`config.mk`:
```
export PLATFORM = sky130hd
export DESIGN_NAME = sine_nco
export DESIGN_NICKNAME = d
export VERILOG_FILES = /design/src/rtl/sine_nco_pkg.sv /design/src/rtl/sine_nco_lfsr.sv /design/src/rtl/sine_nco.sv
export SDC_FILE = /design/constraint.sdc
export NUM_CORES = 1
export LEC_CHECK = 0
export BUFFER_PORTS_ARGS = -buffer_cell sky130_fd_sc_hd__clkbuf_2
export CORE_MARGIN = 5
export CORE_UTILIZATION = 50
export DETAILED_ROUTE_END_ITERATION = 16
export GPL_TIMING_DRIVEN = 0
export PLACE_DENSITY = 0.72
export REMOVE_ABC_BUFFERS = 1
export SETUP_SLACK_MARGIN = 0.1
export SYNTH_ARGS = -nofsm -noshare
export SYNTH_HDL_FRONTEND = slang
export SYNTH_SLANG_ARGS = --single-unit
```
`constraint.sdc`:
```
create_clock -name clk_i -period 3.15 [get_ports clk_i]
set_input_delay 0.1575 -clock clk_i [delete_from_list [all_inputs] [get_ports clk_i]]
set_output_delay 0.1575 -clock clk_i [all_outputs]
set_load 0.005 [all_outputs]
```
`src/rtl/sine_nco_pkg.sv`:
```
// Shared widths, divider floor and dither LFSR constants for the sine NCO.
// Pure declarations; no logic, no latency, no flow control.
// Imported by sine_nco and sine_nco_lfsr.
package sine_nco_pkg;

    localparam int PHASE_W_DEF = 16;
    localparam int ADDR_W_DEF  = 4;
    localparam int DATA_W_DEF  = 8;
    localparam int DIV_W_DEF   = 16;

    // Three-cycle floor keeps each capture clear of the next issue.
    localparam int MIN_DIV = 2;

    localparam logic [7:0] LFSR_SEED = 8'hA5;
    // Fibonacci taps 8,6,5,4 -> bits 7,5,4,3.
    localparam logic [7:0] LFSR_TAPS = 8'b1011_1000;

    typedef logic [PHASE_W_DEF-1:0] phase_t;

endpackage

```
`src/rtl/sine_nco_lfsr.sv`:
```
// 8-bit Fibonacci LFSR supplying address dither to the NCO.
// Advances one step per cycle with adv_i high; value is registered.
// No backpressure; the caller decides when to step it.
module sine_nco_lfsr
    import sine_nco_pkg::*;
(
    input  logic       clk_i,
    input  logic       rst_i,
    input  logic       adv_i,
    output logic [7:0] lfsr_o
);

    logic [7:0] lfsr_q;

    always_ff @(posedge clk_i) begin
        if (rst_i) begin
            lfsr_q <= LFSR_SEED;
        end else if (adv_i) begin
            lfsr_q <= {lfsr_q[6:0], ^(lfsr_q & LFSR_TAPS)};
        end
    end

    assign lfsr_o = lfsr_q;

endmodule

```
`src/rtl/sine_nco.sv`:
```
// Sine NCO: phase accumulator driving a 16-entry RAM; optional dither under SINE_NCO_DITHER_EN.
// Latency: rom_cen_o in cycle T gives sample_valid_o in cycle T+2.
// Backpressure: a sample arriving while the held one is unaccepted is dropped and sets overrun_o.
module sine_nco
    import sine_nco_pkg::*;
#(
    parameter int PHASE_W = PHASE_W_DEF,
    parameter int ADDR_W  = ADDR_W_DEF,
    parameter int DATA_W  = DATA_W_DEF,
    parameter int DIV_W   = DIV_W_DEF
) (
    input  logic               clk_i,
    input  logic               rst_i,
    input  logic               en_i,
    input  logic [DIV_W-1:0]   sample_div_i,
    input  logic [PHASE_W-1:0] tw_i,
    input  logic               tw_valid_i,
    output logic               tw_ready_o,
    output logic               rom_cen_o,
    output logic [ADDR_W-1:0]  rom_addr_o,
    input  logic [DATA_W-1:0]  rom_data_i,
    output logic [DATA_W-1:0]  sample_o,
    output logic               sample_valid_o,
    input  logic               sample_ready_i,
    input  logic               overrun_clr_i,
    output logic               overrun_o
);

    logic [PHASE_W-1:0] phase;
    logic [PHASE_W-1:0] tw_reg;
    logic [DIV_W-1:0]   cnt;
    logic [DIV_W-1:0]   div_eff;
    logic               tick_q;
    logic               issue_q;
    logic [ADDR_W-1:0]  addr_q;
    logic [DATA_W-1:0]  sample_q;
    logic               sample_vld_q;
    logic               overrun_q;
    logic [PHASE_W-1:0] addr_phase;
    logic               commit;

    assign div_eff = (sample_div_i < DIV_W'(MIN_DIV)) ? DIV_W'(MIN_DIV) : sample_div_i;

`ifdef SINE_NCO_DITHER_EN
    logic [7:0] lfsr;

    sine_nco_lfsr u_lfsr (
        .clk_i  (clk_i),
        .rst_i  (rst_i),
        .adv_i  (tick_q),
        .lfsr_o (lfsr)
    );

    // Dither shapes the address only; the accumulator stays exact.
    assign addr_phase = phase + PHASE_W'(lfsr);
`else
    assign addr_phase = phase;
`endif

    // The RAM output is committed in the capture cycle itself so a sample lands at T+2.
    assign commit = issue_q && (!sample_vld_q || sample_ready_i);

    always_ff @(posedge clk_i) begin
        if (rst_i) begin
            phase        <= '0;
            tw_reg       <= '0;
            cnt          <= '0;
            tick_q       <= 1'b0;
            issue_q      <= 1'b0;
            addr_q       <= '0;
            sample_q     <= '0;
            sample_vld_q <= 1'b0;
            overrun_q    <= 1'b0;
        end else begin
            if (en_i) begin
                if (cnt >= div_eff) begin
                    cnt    <= '0;
                    tick_q <= 1'b1;
                    // Phase cannot move at this edge, so this is the pre-increment address.
                    addr_q <= addr_phase[PHASE_W-1 -: ADDR_W];
                end else begin
                    cnt    <= cnt + DIV_W'(1);
                    tick_q <= 1'b0;
                end
            end else begin
                tick_q <= 1'b0;
            end

            if (tick_q) begin
                phase <= phase + tw_reg;
            end
            issue_q <= tick_q;

            if (tw_valid_i && !tick_q) begin
                tw_reg <= tw_i;
            end

            if (commit) begin
                sample_q     <= rom_data_i;
                sample_vld_q <= 1'b1;
            end else if (sample_vld_q && sample_ready_i) begin
                sample_vld_q <= 1'b0;
            end

            if (issue_q && !commit) begin
                overrun_q <= 1'b1;
            end else if (overrun_clr_i) begin
                overrun_q <= 1'b0;
            end
        end
    end

    assign tw_ready_o     = !tick_q;
    assign rom_cen_o      = tick_q;
    assign rom_addr_o     = addr_q;
    assign sample_o       = sample_q;
    assign sample_valid_o = sample_vld_q;
    assign overrun_o      = overrun_q;

endmodule

```
==> metrics.cfg, run 1 <==
[status]
outcome = finished clean

[timing]
slew_violations = 0
hold_viol = 0
whs_ps = 23.9
rsz0062_at_grt = no
fmax_ghz = 0.438
period_share_pct = 72.4
worst_pin_slew_ps = 1260
fin_crit_ps = 2280
relSlewSlack_pct = 16.3
setup_viol = 0
clock_skew_ps = 5.60

[critical_path]
r2r_end = tw_reg[5]
critPathMaxFanout = 23
r2r_start = rom_cen_o
crit_start = rom_cen_o
reg2regPathDepth = 4
crit_arrival_ps = 2540
worstSetupStartpointType = register
reg2reg_slack_ps = 870
cp.required_ps = 3410
end_kind = register
worst-setup-path-type = register to register

[finish]
post-route-util_pct = 58.8
antenna_cells = 0
mostFrequentLayoutCells = 64 x dfxtp_1, 61 x nand2_1, 61 x clkbuf_2, 36 x a21oi_1
final_nets = 569
multi_input_area_mm2 = 0.00219
final-seq-area_mm2 = 0.00128
final_area_mm2 = 0.00420
area_growth_syn_to_layout_pct = 15.9
final_common_cell = dfxtp_1
nFillCells = 713
drive_above_1_share_pct = 18.4

[floorplan]
die_x_um = 95.1
initial_utilization_pct = 50.8
die_area_mm2 = 0.00905
pin_count = 62
core_mm2 = 0.00714
fp.dieH_um = 95.1
row_count = 31

[clock_network]
cts.path.max_buffers = 2
insertion_delay_ps = 350
ctsHoldBuffers = 0
cts_root_buffer = clkbuf_8
cts_buffers = 9
htreeDepth = 3
cts_setup_buffers = 0
clkTransAtPathRegs_ps = 70
cts_tree = done
clock-sinks = 64
ctsResizeCount = 0

[power_and_ir_drop]
ir_worst_vdd_mv = 0.286
p_leak_nw = 1.96
p_comb_share_pct = 7.5
power_frac_clock_pct = 42.2
p_switching_uw = 416
internal-power_mw = 1.24
switching_share_pct = 25.1
cellPowerDensity_mw_per_mm2 = 395
sequentialPowerShare_pct = 50.3

[synthesis]
async_flop_share_pct = 0
synth-edff-count = 0
synth_top_area_share_pct = 35.4
synth_area_mm2 = 0.00362
ys_warn_count = 0
synth_area_leader_cell = dfxtp_1
synth_area_per_cell_um2 = 8.37
synthCells = 433
ys_top_cells_by_area = dfxtp_1 35%, ha_1 11%, nand2_1 6.3%
synth_cell_types = 57
ys_seq_area_share_pct = 35.4
yosys_register_bits = 64
synth_ff_type = dfxtp_1

[placement]
dp_hpwl_um = 5670
placed_area_mm2 = 0.00400
port_buffers = 61
finalWeightedCongestion = 0.868

[route]
vias_per_cell = 5.31
vias = 3156
wirelength_um = 7880
drc_errors = 0
wl_per_cell_um = 13.3
dr.pass1.iters = 4
drtIter0Drc = 121
drtAntennaViolNets = 0

[global_routing]
grt_overflow = 0
grt.total_usage_pct = 18.0
antenna_found_initial = 0
grt_max_degree = 61
grt_pass1_wl_um = 13000
grt_pass1_vias = 2985

[worst_hold_path]
hold_end = tw_reg[2]
min-delay-start = tw_i[2]
min_path_cells = 3
hold_path.class = input port to register

[flow_run]
drv_cap = 0

## Yosys cell counts (2+ instances only)
| library cell | count |
|---|---|
| clkbuf_1 | 14 |
| nor3_1 | 25 |
| dfxtp_1 | 64 |
| and3_2 | 4 |
| nand3_1 | 9 |
| mux2i_1 | 14 |
| xor2_1 | 10 |
| o21ai_0 | 6 |
| o211a_1 | 2 |
| nor2_1 | 32 |
| inv_1 | 22 |
| nor4_1 | 4 |
| nand3b_1 | 2 |
| nand2b_1 | 4 |
| o31ai_1 | 2 |
| nand2_1 | 61 |
| ha_1 | 32 |
| a21oi_1 | 36 |
| o21a_1 | 3 |
| nand4_1 | 10 |
| xnor2_1 | 10 |
| a211o_1 | 3 |
| nor2b_1 | 7 |
| a21o_1 | 11 |
| a211oi_1 | 6 |
| and2_1 | 3 |
| and3_1 | 7 |
## metal layers
layer	routed length [um]	track usage [%]	up-vias
met3	458	4.66	5
met1	3720	21.5	1448
met4	46	6.49	0
li1	-	-	1636
met2	3660	31.1	67
met5	0	0	-
## area by class of cell
cell class                 instances  area share (%)
clock buffer                       9            2.95
clock inverter                     7            1.70
inverter                          22            1.97
multi-input combinational        331            52.3
sequential                        64            30.5
tap                               99            2.95
timing repair buffer              62            7.63
## worst max-delay path: stages (launching register included)
cell and delay [ps]:
dfxtp_1 750, inv_1 530, nand2_1 610, nand2_1 110, a21oi_1 160
## worst max-delay path by stage
stage / end / cells past startpoint
2_1_floorplan: rom_addr_o[0] / 10
3_3_place_gp: rom_addr_o[0] / 11
3_5_place_dp: cnt[15] / 12
4_1_cts: tw_reg[5] / 4
5_1_grt: tw_reg[0] / 4
6_report: tw_reg[5] / 4
## power groups by stage
stage | combinational, mW | clock (mW) | sequential [mW]
2_1_floorplan | 0.0668 | 0 | 0.849
3_3_place_gp | 0.120 | 0 | 0.851
3_5_place_dp | 0.125 | 0 | 0.852
4_1_cts | 0.126 | 0.728 | 0.833
5_1_grt | 0.143 | 0.757 | 0.834
6_report | 0.125 | 0.700 | 0.833
## through the flow
step / total power [mW] / setup WS (ps) / cells / setup TNS, ps
final: 1.66 / 868 / 594 / 0
after global routing: 1.73 / 575 / 594 / 0
after CTS: 1.69 / 794 / 594 / 0
after detailed placement: 0.976 / 639 / 578 / 0
after global placement: 0.972 / -183 / 577 / -2210
after floorplan: 0.915 / 649 / 417 / 0
## kinds of logic after synthesis
logic type               Yosys count  share of synthesized area [%]
AO/OA/AOI/OAI                     88                           16.9
adder cells (fa/ha/maj)           33                           11.6
AND/OR/NAND/NOR                  176                           23.3
XOR/XNOR                          20                           4.84
buffers and inverters             38                           4.18
multiplexers                      14                           3.87
flip-flops                        64                           35.4
Note: power is estimated with default switching activity, not from simulation.
==> run 2, diff against run 1 <==
--- a/config.mk
+++ b/config.mk
@@ -10,7 +10,7 @@
 export CORE_UTILIZATION = 50
 export DETAILED_ROUTE_END_ITERATION = 16
 export GPL_TIMING_DRIVEN = 0
-export PLACE_DENSITY = 0.72
+export PLACE_DENSITY = 0.75
 export REMOVE_ABC_BUFFERS = 1
 export SETUP_SLACK_MARGIN = 0.1
 export SYNTH_ARGS = -nofsm -noshare
==> constraint.sdc (replaced) <==
create_clock -name clk_i -period 1.9 [get_ports clk_i]
set_input_delay 0.095 -clock clk_i [delete_from_list [all_inputs] [get_ports clk_i]]
set_output_delay 0.095 -clock clk_i [all_outputs]
set_load 0.005 [all_outputs]
==> run 2 against run 1 <==
  * The run now ends with setup timing left
  * Combinational power up 140%
  * Sequential share of layout area down 4.8 points
  * Worst setup slack worse by 1000 ps
  * Worst hold slack better by 17 ps
  * Largest cell class unchanged
==> metrics.cfg, run 2 (synthesis results as in run 1) <==
[placement]
dpl.cell_count = 577  ; -0.17%
port_buffers = 61  ; unchanged
place_ws_ps = -806  ; -1450 ps
finalWeightedCongestion = 0.828  ; -4.6%
dp_hpwl_um = 5640  ; -0.48%

[clock_network]
cts_buffers = 9  ; unchanged
cts_tree = done
clkTransAtPathRegs_ps = 70  ; about the same
clock-sinks = 64  ; unchanged
cts_root_buffer = clkbuf_8
insertion_delay_ps = 350  ; about the same
cts.path.max_buffers = 2  ; unchanged
htreeDepth = 3  ; unchanged

[timing]
setup_viol = 10  ; +10
rsz0062_at_grt = yes
setup_ws_ps = -150  ; -1020 ps
worst_pin_slew_ps = 735  ; -521 ps
period_share_pct = 108  ; +35 points
fin_crit_ps = 2050  ; -232 ps
slew_violations = 0  ; unchanged
whs_ps = 40.6  ; +16.7 ps
relSlewSlack_pct = 50.8  ; +35 points
clock_skew_ps = 9.65  ; +4.06 ps
hold_viol = 0  ; unchanged
fmax_ghz = 0.488  ; +11%

[route]
dr.pass1.iters = 4  ; unchanged
vias = 3536  ; +12%
wl_per_cell_um = 15.5  ; +17%
drc_errors = 0  ; unchanged
wirelength_um = 9970  ; +27%
drtAntennaViolNets = 0  ; unchanged
vias_per_cell = 5.49  ; +3.3%
drtIter0Drc = 139  ; +15%

[finish]
fin_cells = 644  ; +8.4%
drive_above_1_share_pct = 34.5  ; +16 points
mostFrequentLayoutCells = 60 x nand2_1, 60 x clkbuf_2, 41 x dfxtp_1, 33 x a21oi_1, 31 x nor2_1
antenna_cells = 0  ; unchanged
final_nets = 619  ; +8.8%
post-route-util_pct = 71.9  ; +13 points
area_growth_syn_to_layout_pct = 41.7
nFillCells = 570  ; -20%

[critical_path]
critPathMaxFanout = 4  ; -83%
crit_start = addr_phase[0]
crit_arrival_ps = 2290  ; -250 ps
cp.required_ps = 2140  ; -1270 ps
worst-setup-path-type = register to register
r2r_start = addr_phase[0]
end_kind = register
worstSetupStartpointType = register

[floorplan]
die_x_um = 95.1  ; unchanged
fp.dieH_um = 95.1  ; unchanged
row_count = 31  ; unchanged
initial_utilization_pct = 50.8  ; unchanged
pin_count = 62  ; unchanged
die_area_mm2 = 0.00905  ; unchanged
core_mm2 = 0.00714  ; unchanged

[flow_run]
drv_cap = 0  ; unchanged

[global_routing]
grt_pass1_vias = 3586  ; +20%
grt_max_degree = 61  ; unchanged
grt_pass1_wl_um = 16200  ; +25%
grt_overflow = 0  ; unchanged
antenna_found_initial = 0  ; unchanged
grt.total_usage_pct = 22.6  ; +4.6 points

[worst_hold_path]
hold_path.class = input port to register
min-delay-start = rom_data_i[3]

[status]
outcome = complete, but fails checks
violations = setup timing

[power_and_ir_drop]
p_leak_nw = 2.19  ; +11%
ir_worst_vdd_mv = 0.453  ; +59%
cellPowerDensity_mw_per_mm2 = 550  ; +39%
power_mw = 2.82  ; +70%

run 2: cell types whose count changed in the layout (fill, tap and decap cells not counted), sizes merged:
cell / change
clkinv: +1
a21boi: +3
clkinvlp: +1
clkbuf: +1
dlygate4sd3: +23
buf: +23
inv: -2
run 2: metal layers:
metal | track usage (%) | wire length [um] | vias up
li1 | - | - | 1748
met1 | 25.2 | 4120 | 1664
met2 | 41.1 | 5140 | 100
met3 | 3.87 | 481 | 24
met4 | 11.3 | 229 | 0
met5 | 0 | 0 | -
run 2: worst max-delay path, cell delays in order (launching register included):
cell	delay (ps)
dfxtp_2	360
ha_4	140
inv_2	40
fa_2	380
nor2b_4	180
o31ai_4	100
a21oi_2	180
a211o_1	250
a41oi_2	130
and3b_1	190
run 2: report_power, final:
| group | switching [mW] | total [mW] | leakage (nW) | internal [mW] |
|---|---|---|---|---|
| clock | 0.538 | 1.14 | 0.0920 | 0.599 |
| sequential | 0.0245 | 1.38 | 0.530 | 1.36 |
| combinational | 0.147 | 0.303 | 1.56 | 0.157 |
| total | 0.709 | 2.82 | 2.19 | 2.12 |
run 2: final timing paths:
path	end	slack, ps	cells after the start
worst min register to register	rom_addr_o[0]	460	2
worst max register to register	addr_phase[14]	-150	9
worst max-delay path	addr_phase[14]	-150	9
worst min-delay path	sample_o[3]	40	3
run 2: cell type report:
class | count | area (um^2) | area share (%)
Clock inverter | 6 | 60.1 | 1.17
Timing Repair Buffer | 108 | 729 | 14.2
Inverter | 22 | 86.3 | 1.68
Clock buffer | 10 | 128 | 2.49
Tap cell | 99 | 124 | 2.41
Timing Repair inverter | 1 | 7.51 | 0.146
Multi-Input combinational cell | 334 | 2680 | 52.2
Sequential cell | 64 | 1320 | 25.7
run 2: stage by stage:
stage                     area [um^2]  setup TNS (ps)
after detailed placement         3990          -24770
after floorplan                  3550           -9730
after CTS                        5040            -420
after global placement           3980          -30820
after global routing             5130           -3160
final                            5130            -581
run 2: what timing repair did:
| item | 4_1_cts | 5_1_grt |
|---|---|---|
| hold endpoints to repair | 23 | 0 |
| pin swaps | 57 | 13 |
| resized for setup | 87 | 12 |
| gates cloned | 4 | 0 |
| hold buffers | 23 | 0 |
| setup endpoints to repair | 51 | 47 |
| setup buffers | 20 | 4 |
